$ cat config.mk
export PLATFORM = sky130hd
export DESIGN_NAME = mem_wb_reg
export DESIGN_NICKNAME = d
export VERILOG_FILES = /design/src/rtl/mem_wb_reg_pkg.sv /design/src/rtl/mem_wb_reg_wb_entry.sv /design/src/rtl/mem_wb_reg.sv
export VERILOG_INCLUDE_DIRS = /design/src /design/src/rtl
export SDC_FILE = /design/constraint.sdc
export NUM_CORES = 1
export LEC_CHECK = 0
export ABC_CLOCK_PERIOD_IN_PS = 4230
export CAP_MARGIN = 20
export CORE_ASPECT_RATIO = 1.5
export CORE_MARGIN = 2
export CORE_UTILIZATION = 52
export CTS_CLUSTER_DIAMETER = 150
export CTS_CLUSTER_SIZE = 8
export DETAILED_ROUTE_END_ITERATION = 8
export PLACE_DENSITY = 0.87
export SLEW_MARGIN = 20
export SYNTH_ARGS = -nofsm -noshare
export SYNTH_HDL_FRONTEND = slang
export SYNTH_HIERARCHICAL = 1
export SYNTH_SLANG_ARGS = --single-unit
$ cat constraint.sdc
create_clock -name clk -period 4.23 [get_ports clk]
set_clock_uncertainty 0.2 [all_clocks]
set_input_delay 0.6345 -clock clk [delete_from_list [all_inputs] [get_ports clk]]
set_output_delay 0.6345 -clock clk [all_outputs]
set_load 0.005 [all_outputs]
$ cat src/rtl/defines.v
`ifndef DEFINES_V
`define DEFINES_V
`define XLEN 64
`endif

$ cat src/rtl/mem_wb_reg_pkg.sv
// Purpose: shared types for the MEM/WB pipeline register (state encoding, entry layout).
// Latency: n/a (types and helpers only).
// Backpressure: n/a.
`include "defines.v"

package mem_wb_reg_pkg;

  localparam int DATA_W = `XLEN;
  localparam int RD_W   = 5;

  typedef enum logic [1:0] {
    ST_EMPTY = 2'd0,
    ST_ONE   = 2'd1,
    ST_TWO   = 2'd2
  } state_t;

  typedef struct packed {
    logic [DATA_W-1:0] data;
    logic [RD_W-1:0]   rd;
    logic              wen;
  } entry_t;

  // Writeback value is resolved at capture time so each entry stores one result.
  function automatic entry_t make_entry(
    input logic              mem_read,
    input logic [DATA_W-1:0] load_data,
    input logic [DATA_W-1:0] alu_data,
    input logic [RD_W-1:0]   rd,
    input logic              wen
  );
    entry_t e;
    e.data = mem_read ? load_data : alu_data;
    e.rd   = rd;
    e.wen  = wen;
    return e;
  endfunction

endpackage

$ cat src/rtl/mem_wb_reg_wb_entry.sv
// Purpose: load-enable register holding one writeback entry {data, rd, wen}.
// Latency: 1 cycle from load to q.
// Backpressure: none; holds its value whenever load is low.
// Ports: clk, rst (sync, active-high, clears to zero), load, d -> q.
module wb_entry
  import mem_wb_reg_pkg::*;
(
  input  logic   clk,
  input  logic   rst,
  input  logic   load,
  input  entry_t d,
  output entry_t q
);

  always_ff @(posedge clk) begin
    if (rst) begin
      q <= '0;
    end else if (load) begin
      q <= d;
    end
  end

endmodule

$ cat src/rtl/mem_wb_reg.sv
// Purpose: MEM->WB pipeline register with a one-deep skid buffer (main + skid entries).
// Latency: 1 cycle from accept to outputs when empty or draining; strict FIFO order.
// Backpressure: in_ready is registered and drops only while both entries are full.
// Ports: clk/rst/flush; MEM side in_valid/in_ready + ex_result_out, m_data, m_mem_read,
//        rd_addr, rd_wen; WB side out_valid/out_ready + wb_data, wb_rd, wb_wen.
module mem_wb_reg
  import mem_wb_reg_pkg::*;
(
  input  logic              clk,
  input  logic              rst,
  input  logic              flush,
  input  logic              in_valid,
  output logic              in_ready,
  input  logic [`XLEN-1:0]  ex_result_out,
  input  logic [`XLEN-1:0]  m_data,
  input  logic              m_mem_read,
  input  logic [RD_W-1:0]   rd_addr,
  input  logic              rd_wen,
  output logic              out_valid,
  input  logic              out_ready,
  output logic [`XLEN-1:0]  wb_data,
  output logic [RD_W-1:0]   wb_rd,
  output logic              wb_wen
);

  state_t state;
  state_t state_nxt;
  entry_t in_entry;
  entry_t main_d;
  entry_t main_q;
  entry_t skid_q;
  logic   main_load;
  logic   skid_load;
  logic   accept;
  logic   consume;

  assign accept    = in_valid & in_ready;
  assign out_valid = (state != ST_EMPTY);
  assign consume   = out_valid & out_ready;
  assign in_entry  = make_entry(m_mem_read, m_data, ex_result_out, rd_addr, rd_wen);

  // Entry load controls. Flush suppresses every load so a same-cycle accept is dropped.
  always_comb begin
    main_load = 1'b0;
    skid_load = 1'b0;
    main_d    = in_entry;
    state_nxt = state;
    if (flush) begin
      state_nxt = ST_EMPTY;
    end else begin
      case (state)
        ST_EMPTY: begin
          if (accept) begin
            main_load = 1'b1;
            state_nxt = ST_ONE;
          end
        end
        ST_ONE: begin
          if (accept && consume) begin
            main_load = 1'b1;
          end else if (accept) begin
            skid_load = 1'b1;
            state_nxt = ST_TWO;
          end else if (consume) begin
            state_nxt = ST_EMPTY;
          end
        end
        ST_TWO: begin
          if (consume) begin
            main_load = 1'b1;
            main_d    = skid_q;
            state_nxt = ST_ONE;
          end
        end
        default: state_nxt = ST_EMPTY;
      endcase
    end
  end

  // in_ready is computed from the next state and registered, so out_ready has
  // no combinational route to in_ready.
  always_ff @(posedge clk) begin
    if (rst) begin
      state    <= ST_EMPTY;
      in_ready <= 1'b1;
    end else begin
      state    <= state_nxt;
      in_ready <= (state_nxt != ST_TWO);
    end
  end

  wb_entry u_main (
    .clk  (clk),
    .rst  (rst),
    .load (main_load),
    .d    (main_d),
    .q    (main_q)
  );

  wb_entry u_skid (
    .clk  (clk),
    .rst  (rst),
    .load (skid_load),
    .d    (in_entry),
    .q    (skid_q)
  );

  assign wb_data = main_q.data;
  assign wb_rd   = main_q.rd;
  // x0 writes flow through as normal entries but never enable the register file.
  assign wb_wen  = out_valid & main_q.wen & (main_q.rd != '0);

endmodule

==> results of run 1 <==
through the flow:
| step | setup WS (ns) | instance area (um2) | std cells | hold WS, ns | total power [mW] |
|---|---|---|---|---|---|
| final | 1.460 | 9681 | 985 | 0.2906 | 3.422 |
| after global routing | 1.353 | 9681 | 985 | 0.3173 | 3.546 |
| after CTS | 1.467 | 9681 | 985 | 0.2989 | 3.447 |
| after detailed placement | 1.050 | 9111 | 954 | 0.2850 | 2.016 |
| after global placement | 1.122 | 9111 | 954 | 0.2721 | 1.995 |
| after floorplan | 2.236 | 7172 | 621 | 0.2605 | 1.764 |
worst paths after layout:
| path | cells after the start | end | slack (ns) | startpoint |
|---|---|---|---|---|
| worst max register to register | 6 | u_main/q[3] | 1.78 | state[1] |
| worst min register to register | 2 | u_main/q[20] | 0.29 | u_main/q[20] |
| worst min-delay path | 2 | u_main/q[20] | 0.29 | u_main/q[20] |
| worst max-delay path | 6 | u_main/q[3] | 1.46 | flush |
Yosys cell counts:
cell      count  share of area, %
dfxtp_1     143                40
mux2i_1     140                20
nor2_1      140               7.3
mux2_4       70                15
mux2_2       65                10
buf_8        14               2.9
clkbuf_1     14              0.73
buf_6        10               1.6
clkbuf_8      6               1.2
a21oi_1       2              0.14
clkbuf_2      2              0.14
nand2b_1      2              0.17
nor4_1        2              0.17
or3_1         2              0.17
and3b_1       1              0.12
nand2_1       1             0.052
nand3b_4      1              0.28
nor2b_4       1              0.19
o21ai_0       1             0.070
o311a_1       1              0.14
o32ai_1       1              0.12
or2_2         1             0.087
or4_1         1              0.10
registers in the layout (all words and copies together) (netlist names):
name / count
in_ready: 1
state: 2
u_main/q: 70
u_skid/q: 70
cells by family after synthesis:
logic type             after synthesis  share of synthesized area [%]
DFF                                143                          39.92
AOI/OAI and AO/OA                    5                         0.4710
buffers and inverters               46                          6.525
muxes                              275                          44.40
and+or+nand+nor                    152                          8.688
tightest hold or removal path: cells and delay by family, from the launching register on:
| family | cells | cell delay (ns) |
|---|---|---|
| DFF | 1 | 0.32 |
| and+or+nand+nor | 1 | 0.07 |
| muxes | 1 | 0.06 |
report_power, final:
group | internal [mW] | leakage, nW | switching, mW | total, mW
logic | 0.360 | 2.46 | 0.197 | 0.557
registers | 1.40 | 1.16 | 0.0307 | 1.43
clock network | 0.865 | 0.269 | 0.569 | 1.43
total | 2.63 | 3.89 | 0.796 | 3.42
area by class of cell:
class	count	area share [%]
clock buffer	18	4.433
clock inverter	13	1.448
sequential	143	29.57
timing repair buffer	217	22.59
tap	162	2.094
multi-input combinational	432	39.86
per-layer routing:
layer | up-vias | GRT usage [%] | part of all wire (%) | routed length, um
li1 | 2518 | - | - | -
met1 | 2488 | 22.16 | 38 | 6220
met2 | 156 | 42.57 | 55 | 9063
met3 | 31 | 5.154 | 4.9 | 813
met4 | 0 | 9.041 | 2.5 | 409
met5 | - | 0 | 0 | 0
==> impl_metrics.tcl, run 1 <==
set metrics [dict create \
    min_path_type "reg -> reg" \
    tns_ns 0 \
    first_iter_violations 118 \
    finalHoldViolations 0 \
    critPathLaunchType "primary input" \
    setup.worst_path.class "in -> reg" \
    overflow 0 \
    nets 951 \
    worst_pin_slew_ns 0.9272 \
    syn_nets 761 \
    final-max-slew-violation-count 0 \
    finalCriticalPeriod_ns 2.770 \
    num_rows 52 \
    crit_fanout 34 \
    fin_util_pct 71.88 \
    wire_per_inst_um 16.76 \
    crit_family "buffers and inverters" \
    slowest_delay_ns 0.62 \
    synth.distinct_cells 23 \
    pin_count 212 \
    initial_core_util_pct 53.25 \
    most-common-layout-cells "clkdlybuf4s50_1, dfxtp_1, mux2i_1, nor2_1, mux2_4" \
    clk_path_buf_depth 2 \
    rsz0062_at_grt "false" \
    gp_congestion 0.7960 \
    ys_seq_elements 143 \
    arrival_ns 2.83 \
    peakVddDrop_v 0.0002576 \
    cts_tree "done" \
    endpoint_kind "register" \
    p_leak_nw 3.893 \
    post-cts-setup-buffers 0 \
    clock_sinks 143 \
    cts_buffers 17 \
    cts_max_level 4 \
    critPathRequiredTime_ns 4.29 \
    cap_violations 0 \
    die_w_um 99.89 \
    grt_pass1_vias 5564 \
    clock_latency_ns 0.41 \
    cellPowerDensity_nw_per_um2 353.5 \
    multi_input_area_um2 3859 \
    path_buf_inv 2 \
    setup_viol 0 \
    final_common_cell "clkdlybuf4s50_1" \
    firstDrtPassIters 4 \
    core_area_um2 13470 \
    netlist_area_um2 7172 \
    drt_wl_total_um 16510 \
    clock.fmax_mhz 361.1 \
    relSlewSlack_pct 38.19 \
    place_hpwl_um 11440 \
    final_antenna_net_count 0 \
    cts_hold_buffers 0 \
    clk_pin_slew_ns 0.06 \
    syn_inst 621 \
    grt_use_total_pct 22.06 \
    viasPerCell 5.272 \
    grt_pass1_wl_um 26000 \
    ys_warn_count 6 \
    status "finished, final reports clean" \
    antenna_found_initial 0 \
    regArea_um2 2863 \
    die_h_um 147.8 \
    crit_slowest_cell "nand3b_4" \
    root_buffer "clkbuf_16" \
    synth.avg_cell_area_um2 11.55 \
    cts.repair.resized 0 \
    path_cells "clkdlybuf4s50_1, nand3b_4, buf_12, mux2_4, mux2i_1, nor2_1" \
    finalCritPeriodShare_pct 65.48 \
    fillers 912 \
    grt_max_degree 96 \
    layout-drive-gt1-share_pct 21.63 \
    vias 5193 \
    ys_seq_area_share_pct 39.92 \
    die-area_um2 14770 \
    diodes 0 \
    route.detailed.drc 0 \
    numPortBuffers 211 \
    area_delta_synth_final_pct 34.98 \
]
No activity file was read; power rests on OpenSTA's default activity.
==> inputs of run 2 (changes only) <==
- ABC_CLOCK_PERIOD_IN_PS: 4230 -> 2400
- CORE_UTILIZATION: 52 -> 43
- PLACE_DENSITY: 0.87 -> 0.77
- clock period: 4.23 -> 2.4 ns (I/O delays scaled with it)
==> impl_metrics.tcl, run 2 (synthesis gave the netlist of run 1 again) <==
set metrics [dict create \
    cts_max_level 4 \
    p_clk_share_pct 42.4 \
    clk_pin_slew_ns 0.06 \
    setup_viol 0 \
    layout-drive-gt1-share_pct 23.70 \
    post-cts-setup-buffers 0 \
    critPathLaunchType "register" \
    cellPowerDensity_nw_per_um2 613.7 \
    critPathRequiredTime_ns 1.84 \
    crit_fanout 3 \
    clock.fmax_mhz 456.0 \
    finalHoldViolations 0 \
    p_leak_nw 4.046 \
    nets 971 \
    p_seq_share_pct 41.1 \
    place_hpwl_um 11920 \
    wire_per_inst_um 15.60 \
    relSlewSlack_pct 65.65 \
    overflow 0 \
    tns_ns 0 \
    cts_hold_buffers 0 \
    worstReg2RegStart "state[1]" \
    numPortBuffers 211 \
    grt_use_total_pct 18.84 \
    final-max-slew-violation-count 0 \
    switching_share_pct 23.66 \
    slowest_delay_ns 0.36 \
    grt_max_degree 65 \
    cts_tree "done" \
    rr_endpoint "u_main/q[10]" \
    peakVddDrop_v 0.0004137 \
    status "finished, final reports clean" \
    gp_congestion 0.7595 \
    min_path_type "in -> reg" \
    finalCriticalPeriod_ns 2.193 \
    num_rows 57 \
    first_iter_violations 128 \
    hold_depth 2 \
    most-common-layout-cells "clkdlybuf4s50_1, dfxtp_1, mux2i_1, nor2_1, mux2_4" \
    grt_pass1_wl_um 26010 \
    grt_pass1_vias 5421 \
    cap_violations 0 \
    endpoint_kind "primary output" \
    hold_end "u_skid/q[7]" \
    initial_core_util_pct 44.11 \
    clock_sinks 143 \
    clk_path_buf_depth 2 \
    p_int_mw 4.686 \
    core_area_um2 16260 \
    p_comb_share_pct 16.5 \
    final_antenna_net_count 0 \
    clock_latency_ns 0.41 \
    die_w_um 109.4 \
    root_buffer "clkbuf_16" \
    diodes 0 \
    antenna_found_initial 0 \
    fillers 1368 \
    drt_wl_total_um 16380 \
    cts_buffers 17 \
    vias 5155 \
    path_cells "or3_1, o311a_1, dlygate4sd2_1" \
    viasPerCell 4.910 \
    route.detailed.drc 0 \
    whs_ns 0.2044 \
    r2r_cells 6 \
    worst_pin_slew_ns 0.5153 \
    final_common_cell "clkdlybuf4s50_1" \
    firstDrtPassIters 4 \
    die-area_um2 17750 \
    rsz0062_at_grt "false" \
    crit_slowest_cell "or3_1" \
    r2r_slack_ns 0.41 \
    arrival_ns 1.63 \
    largestRegisters "u_main/q (70), u_skid/q (70), state (2)" \
    p_sw_mw 1.453 \
    area_delta_synth_final_pct 39.48 \
    die_h_um 162.2 \
    setup.worst_path.class "reg -> out" \
    pin_count 212 \
    critPathLaunch "u_main/q[2]" \
    hp-start "rst" \
    finalCritPeriodShare_pct 91.37 \
]
==> run 2: worst max-delay path, delay by kind of cell, from the launching register on <==
family / cells / cell delay, ns
AOI/OAI and AO/OA: 1 / 0.28
buffers and inverters: 1 / 0.26
DFF: 1 / 0.33
and+or+nand+nor: 1 / 0.36
==> run 2: metal layers <==
layer	up-vias	share of wire [%]	track usage [%]
met3	19	6.0	5.297
met2	145	55	35.89
met5	-	0	0
met1	2427	37	19.14
met4	0	1.5	6.272
li1	2564	-	-
==> run 2: area by class of cell <==
class                      instances  area (um2)  area share, %
timing repair buffer             237        2436          24.35
clock buffer                      18       429.2          4.290
multi-input combinational        432        3859          38.57
clock inverter                    14       157.7          1.576
sequential                       143        2864          28.63
tap                              206       257.7          2.577
==> run 2: power by group through the flow <==
| stage | sequential [mW] | combinational, mW | clock (mW) |
|---|---|---|---|
| floorplan | 2.57 | 0.540 | 0 |
| global placement | 2.57 | 1.00 | 0 |
| detailed placement | 2.57 | 1.02 | 0 |
| CTS | 2.52 | 1.03 | 2.67 |
| global route | 2.53 | 1.09 | 2.79 |
| finish | 2.52 | 1.01 | 2.61 |
==> run 2: worst max path at each step <==
stage,slack [ns],cells after the start,end
after floorplan,0.68,6,u_main/q[10]
after global placement,0.04,7,u_skid/q[14]
after detailed placement,0.009,7,u_skid/q[14]
after CTS,0.17,3,wb_wen
after global routing,0.14,3,wb_wen
final,0.21,3,wb_wen
==> run 2: repair_timing <==
| item | 4_1_cts | 5_1_grt |
|---|---|---|
| setup endpoints to repair | 1 | 0 |
| resized for setup | 2 | 0 |
| endpoints found under the hold margin | 0 | 0 |
==> run 2: per-stage QoR <==
step | instances | setup WS (ns) | cell area, um2 | power, mW | utilization (%)
after floorplan | 621 | 0.6809 | 7172 | 3.109 | -
after global placement | 1018 | 0.03989 | 9417 | 3.573 | 57.91
after detailed placement | 1018 | 0.008695 | 9417 | 3.593 | 57.91
after CTS | 1050 | 0.1740 | 10000 | 6.223 | 61.52
after global routing | 1050 | 0.1402 | 10000 | 6.413 | 61.52
final | 1050 | 0.2072 | 10000 | 6.139 | 61.52
